File: src/rtl/lcd_value_writer.sv
// Signed sample -> blank-padded decimal field in the 1602 LCD buffer, then one repaint request.
// Latency: accept edge 0, W conversion cycles, DIGITS+1 buffer writes, repaint from cycle W+DIGITS+2.
// Backpressure: value_ready low from accept until the repaint pulse; repaint waits while lcd_busy is high.
module lcd_value_writer #(
    parameter int W         = 24,
    parameter int DIGITS    = 8,
    parameter int LINE_BASE = 0,
    parameter int COL       = 4
) (
    input  logic         CLK12,
    input  logic         reset_n,
    input  logic [W-1:0] value,
    input  logic         value_valid,
    output logic         value_ready,
    input  logic         lcd_busy,
    output logic [7:0]   lcd_dat,
    output logic [6:0]   lcd_addr,
    output logic         lcd_we,
    output logic         lcd_repaint
);

    localparam int BW = 4 * DIGITS;
    localparam int CW = $clog2(W + DIGITS + 1);
    localparam logic [CW-1:0] CONV_LAST  = CW'(W - 1);
    localparam logic [CW-1:0] WR_LAST    = CW'(DIGITS);
    localparam logic [CW-1:0] DIG_LAST   = CW'(DIGITS - 1);
    localparam logic [CW-1:0] CNT_ONE    = CW'(1);
    localparam logic [6:0]    FIELD_ADDR = 7'(LINE_BASE + COL);

    typedef enum logic [1:0] {S_IDLE, S_CONV, S_WRITE, S_REPAINT} state_t;

    state_t          r_state;
    state_t          w_next;
    logic [CW-1:0]   r_cnt;
    logic [W-1:0]    r_mag;
    logic [BW-1:0]   r_bcd;
    logic            r_neg;
    logic            r_seen;
    logic [7:0]      r_dat;
    logic [6:0]      r_addr;
    logic            r_we;

    logic [W-1:0]    w_mag_in;
    logic [BW-1:0]   w_bcd_adj;
    logic [3:0]      w_digit;
    logic            w_show;

    assign w_mag_in = value[W-1] ? -value : value;
    assign w_digit  = r_bcd[BW-1 -: 4];
    assign w_show   = r_seen || (w_digit != 4'd0) || (r_cnt == DIG_LAST);

    always_comb begin
        w_bcd_adj = r_bcd;
        for (int k = 0; k < DIGITS; k++) begin
            if (r_bcd[4*k +: 4] >= 4'd5)
                w_bcd_adj[4*k +: 4] = r_bcd[4*k +: 4] + 4'd3;
        end
    end

    always_ff @(posedge CLK12 or negedge reset_n) begin
        if (!reset_n) r_state <= S_IDLE;
        else          r_state <= w_next;
    end

    always_comb begin
        w_next = r_state;
        case (r_state)
            S_IDLE:    if (value_valid)        w_next = S_CONV;
            S_CONV:    if (r_cnt == CONV_LAST) w_next = S_WRITE;
            S_WRITE:   if (r_cnt == WR_LAST)   w_next = S_REPAINT;
            S_REPAINT: if (!lcd_busy)          w_next = S_IDLE;
            default:                           w_next = S_IDLE;
        endcase
    end

    // Ready is masked by reset so every output reads 0 while reset is held.
    always_comb begin
        value_ready = (r_state == S_IDLE) && reset_n;
        lcd_repaint = (r_state == S_REPAINT) && !lcd_busy;
    end

    always_ff @(posedge CLK12 or negedge reset_n) begin
        if (!reset_n) begin
            r_cnt  <= '0;
            r_mag  <= '0;
            r_bcd  <= '0;
            r_neg  <= 1'b0;
            r_seen <= 1'b0;
            r_dat  <= 8'h00;
            r_addr <= 7'd0;
            r_we   <= 1'b0;
        end else begin
            case (r_state)
                S_IDLE: begin
                    if (value_valid) begin
                        r_neg  <= value[W-1] && (w_mag_in != '0);
                        r_mag  <= w_mag_in;
                        r_bcd  <= '0;
                        r_cnt  <= '0;
                        r_seen <= 1'b0;
                    end
                end
                S_CONV: begin
                    {r_bcd, r_mag} <= {w_bcd_adj, r_mag} << 1;
                    // The sign character is staged on the final shift so writes start right after conversion.
                    if (r_cnt == CONV_LAST) begin
                        r_cnt  <= '0;
                        r_we   <= 1'b1;
                        r_addr <= FIELD_ADDR;
                        r_dat  <= r_neg ? 8'h2D : 8'h20;
                    end else begin
                        r_cnt <= r_cnt + CNT_ONE;
                    end
                end
                S_WRITE: begin
                    if (r_cnt != WR_LAST) begin
                        r_addr <= r_addr + 7'd1;
                        r_dat  <= w_show ? {4'h3, w_digit} : 8'h20;
                        r_bcd  <= r_bcd << 4;
                        r_seen <= r_seen || (w_digit != 4'd0);
                        r_cnt  <= r_cnt + CNT_ONE;
                    end else begin
                        r_we <= 1'b0;
                    end
                end
                default: ;
            endcase
        end
    end

    assign lcd_dat  = r_dat;
    assign lcd_addr = r_addr;
    assign lcd_we   = r_we;

endmodule
File: config.mk
export PLATFORM = sky130hd
export DESIGN_NAME = lcd_value_writer
export DESIGN_NICKNAME = d
export VERILOG_FILES = /design/src/rtl/lcd_value_writer.sv
export SDC_FILE = /design/constraint.sdc
export NUM_CORES = 1
export LEC_CHECK = 0
export ABC_AREA = 1
export BUFFER_PORTS_ARGS = -buffer_cell sky130_fd_sc_hd__buf_2
export CAP_MARGIN = 20
export CELL_PAD_IN_SITES_DETAIL_PLACEMENT = 1
export CELL_PAD_IN_SITES_GLOBAL_PLACEMENT = 2
export CORE_MARGIN = 2
export CORE_UTILIZATION = 30
export CTS_BUF_LIST = sky130_fd_sc_hd__clkbuf_8
export DETAILED_ROUTE_END_ITERATION = 12
export MAX_ROUTING_LAYER = met4
export PLACE_DENSITY_LB_ADDON = 0.1
export SETUP_SLACK_MARGIN = 0.5
export SYNTH_ARGS = -nofsm -noshare
export SYNTH_HDL_FRONTEND = slang
export SYNTH_SLANG_ARGS = --single-unit
File: constraint.sdc
create_clock -name CLK12 -period 1.8 [get_ports CLK12]
set_clock_uncertainty 0.05 [all_clocks]
set_input_delay 0.09 -clock CLK12 [delete_from_list [all_inputs] [get_ports CLK12]]
set_output_delay 0.09 -clock CLK12 [all_outputs]
set_load 0.02 [all_outputs]
==> summary.txt <==
Die
  • Die Wd: 137 um
  • Row cnt: 48
  • Ports: 46
  • Die area: 0.0189 sq mm
  • Initial Util: 0.307
  • Core area: 0.0174 sq mm
  • Die H: 137 um

Timing
  • Setup_tns: -4.79 ns
  • Final Max Tran Viols: 0
  • Slew @ Worst Pin: 0.531 ns
  • Worst hold margin: 0.0409 ns
  • F_max: 509 MHz
  • PnR worst setup slack: -0.165 ns
  • Final period util: 1.09
  • Hold Vio Cnt, Final: 0
  • RSZ-0062 raised after global routing: yes
  • Setup violators final: 51
  • Final min period: 1.97 ns
  • Slew headroom: 0.643

Placement
  • I/O Buffers: 43
  • Routability cong.: 0.799
  • DP HPWL: 12.2 mm
  • Placed insts: 1,035

Worst hold path
  • Hold path cells: 5
  • Hold Path Sink: r_mag[17]$_DFFE_PN0P_
  • Hold WC Path Type: in2reg
  • HP Start: value[17]

Finish
  • Core Util, Final: 0.426
  • Fin nets: 906
  • Area Growth Syn to Fin: 38.7%
  • # fillers: 2,109
  • Post-route insts no fill: 1,082
  • Area of the multi-input gates: 0.00335 sq mm
  • FF/Latch Area: 0.00200 sq mm
  • Antenna fix cells: 0
  • Fraction of layout cells with a size suffix above 1: 0.301

Worst setup path
  • Crit-path max cell delay: 0.40 ns
  • CP cell instances: buf_4, inv_4, ha_4, nand4_1, nor2_4, nor3_4, nand2_4, inv_6, buf_12, nand2_1, o21ai_1
  • Worst Path Max Fanout: 6
  • Crit path kind: reg2reg
  • RR Startpoint: r_cnt[0]$_DFFE_PN0P_
  • Worst path slowest cell: dfrtp_1
  • R2R Setup Slk: -0.17 ns
  • FF-to-FF End: r_bcd[30]$_DFFE_PN0P_
  • Crit end category: register
  • WP data arrival: 2.18 ns
  • Req. time, crit path: 2.01 ns
  • Worst Setup Start Kind: register
  • Reg2Reg Depth: 11

Detailed routing
  • TritonRoute pass-1 iters: 4
  • Vias: 5,445
  • Routed vias/inst: 5.03
  • WL/cell: 16.5 um
  • Post-route DRC: 0
  • Antenna Violating Nets Remaining: 0
  • Final WL: 17.8 mm
  • DRT iter0 DRCs: 188

Global routing
  • Largest net degree at the start of global routing: 81
  • Grt ovf: 0
  • Initial antenna violation count: 0
  • All-Layer GR Usage: 0.201
  • First-pass GRT wire length: 28.8 mm
  • Number of global-route vias before repair: 5,665

Outcome
  • Failing checks: negative setup slack
  • Outcome: finished with violations

Power and ir drop
  • Worst vdd ir: 701 uV
  • PwrDens: 1390 mW/mm^2
  • P_leak: 0.00327 uW

Synth
  • Syn Inst Count: 744
  • Sequential-to-total area share from yosys stat: 0.375
  • Cell taking the most area after synthesis: dfrtp_1
  • Syn Area/Cell: 7.17 sq um
  • Netlist Area Pre-Place: 0.00533 sq mm
  • Area fraction of the dominant cell type after synthesis: 0.375
  • Netlist cell types: 36
  • YS warnings: 0
  • Synthesized flop and latch total: 80
  • Dominant cells by area after synthesis: dfrtp_1, nand2_1, o21ai_0, inv_1, ha_1

Clocking
  • Clk_lat worst skew: 0.37 ns
  • Clock slew at reported path FFs: 0.09 ns
  • Bufs on Longest Clock Path: 2
  • TritonCTS clock tree: built
  • H-tree Lvls: 3
  • Clock Tree Root: clkbuf_8
  • # clock sinks: 80
  • Num CTS Buffers: 9

Flow run
  • Max-cap viol count: 0
[worst max-delay path, delay by kind of cell, from the launching register on]
kind	cells	cell delay (ns)
and+or+nand+nor	5	0.81
AOI/OAI and AO/OA	1	0.06
DFF	1	0.40
buffers and inverters	4	0.39
adders and majority gates	1	0.12
[routing by layer]
| metal | GRT usage | vias to the layer above | wire (um) |
|---|---|---|---|
| met5 | - | - | 0 |
| met4 | 0.0664 | 0 | 385 |
| met3 | 0.0265 | 30 | 383 |
| met2 | 0.319 | 75 | 8390 |
| met1 | 0.264 | 2664 | 8680 |
| li1 | - | 2676 | - |
[report_power, final]
group	total (uW)	switching, uW	internal [uW]
Clock	1500	741	756
Combinational	6330	3540	2790
Sequential	2470	257	2210
[cells in the mapped netlist]
master	instances
and2_1	1
o22ai_1	24
nor3_4	2
xnor2_1	2
clkinv_1	1
ha_1	26
a32o_1	1
nor2_1	68
inv_1	104
o21a_1	4
a32oi_1	8
nor3_1	6
o31ai_1	4
conb_1	1
nor3_2	1
buf_2	8
a22oi_1	6
o211ai_1	6
or2_2	3
clkbuf_1	16
inv_2	4
xor2_1	11
o21ai_0	93
a21oi_1	37
nand3b_1	5
nand3_1	40
dfrtp_1	80
a31oi_1	3
nor2_4	2
a22o_1	1
o21ai_2	2
clkbuf_8	1
nand2_1	163
nand4_1	5
nand2_2	3
buf_4	2
[area by class of cell]
| cell class | instances | area share |
|---|---|---|
| inverter | 109 | 0.0580 |
| multi-input combinational | 529 | 0.453 |
| clock buffer | 12 | 0.0223 |
| timing repair inverter | 2 | 0.00372 |
| sequential | 80 | 0.271 |
| clock inverter | 4 | 0.00693 |
| timing repair buffer | 121 | 0.147 |
| tap | 225 | 0.0380 |
[worst max-delay path by stage]
| stage | from | to | slack (ns) | depth (start not counted) |
|---|---|---|---|---|
| 2_1_floorplan | r_cnt[0]$_DFFE_PN0P_ | lcd_addr[5]$_DFFE_PN0P_ | 0.02 | 13 |
| 3_3_place_gp | r_cnt[0]$_DFFE_PN0P_ | lcd_addr[6]$_DFFE_PN0P_ | -0.12 | 13 |
| 3_5_place_dp | r_cnt[1]$_DFFE_PN0P_ | lcd_addr[6]$_DFFE_PN0P_ | -0.20 | 12 |
| 4_1_cts | r_cnt[1]$_DFFE_PN0P_ | lcd_addr[6]$_DFFE_PN0P_ | -0.15 | 12 |
| 5_1_grt | r_cnt[1]$_DFFE_PN0P_ | lcd_addr[6]$_DFFE_PN0P_ | -0.30 | 13 |
| 6_report | r_cnt[0]$_DFFE_PN0P_ | r_bcd[30]$_DFFE_PN0P_ | -0.17 | 11 |
[registers in the layout, summed over array words and instances, names as in the netlist, 2 cells and up]
| signal | cells |
|---|---|
| r_bcd | 32 |
| r_mag | 24 |
| lcd_addr | 7 |
| lcd_dat | 6 |
| r_cnt | 6 |
| r_state | 2 |
[cells by family (layout without fill, tap and decap cells)]
logic type      Yosys count  in the layout  share of synthesized area
compound gates          189            189                      0.202
flops                    80             80                      0.375
fa+ha+maj                26             26                     0.0610
other cells               1              2                   0.000703
simple gates            299            299                      0.239
buf+inv                 136            248                      0.101
xor+xnor                 13             13                     0.0213
[cells in the final DEF (no fill, tap or decap), types with 11 or more instances in the layout]
cell / n
a21oi_1: 13
a21oi_2: 21
buf_2: 40
buf_4: 41
buf_6: 24
clkbuf_8: 12
dfrtp_1: 80
ha_1: 19
inv_1: 89
inv_2: 14
nand2_1: 144
nand2_2: 12
nand3_1: 37
nor2_1: 59
o21ai_0: 36
o21ai_1: 47
xor2_1: 11
[metrics by stage]
step	setup slack, ns	instance area, sq um	power [uW]
final	-0.165	7400	10300
after global routing	-0.297	7400	11000
after CTS	-0.147	7040	9480
after detailed placement	-0.204	6180	6460
after global placement	-0.115	6180	6330
after floorplan	0.0227	5480	4940
[repair_timing]
item                                    CTS  global route
pin swaps                                19            21
gates cloned                              4             3
endpoints found under the setup margin   82            82
resized for setup                       137            56
setup buffers                            14             8
endpoints found under the hold margin    81             0
hold buffers                              2             0
Power figures use the tool's default switching activity.
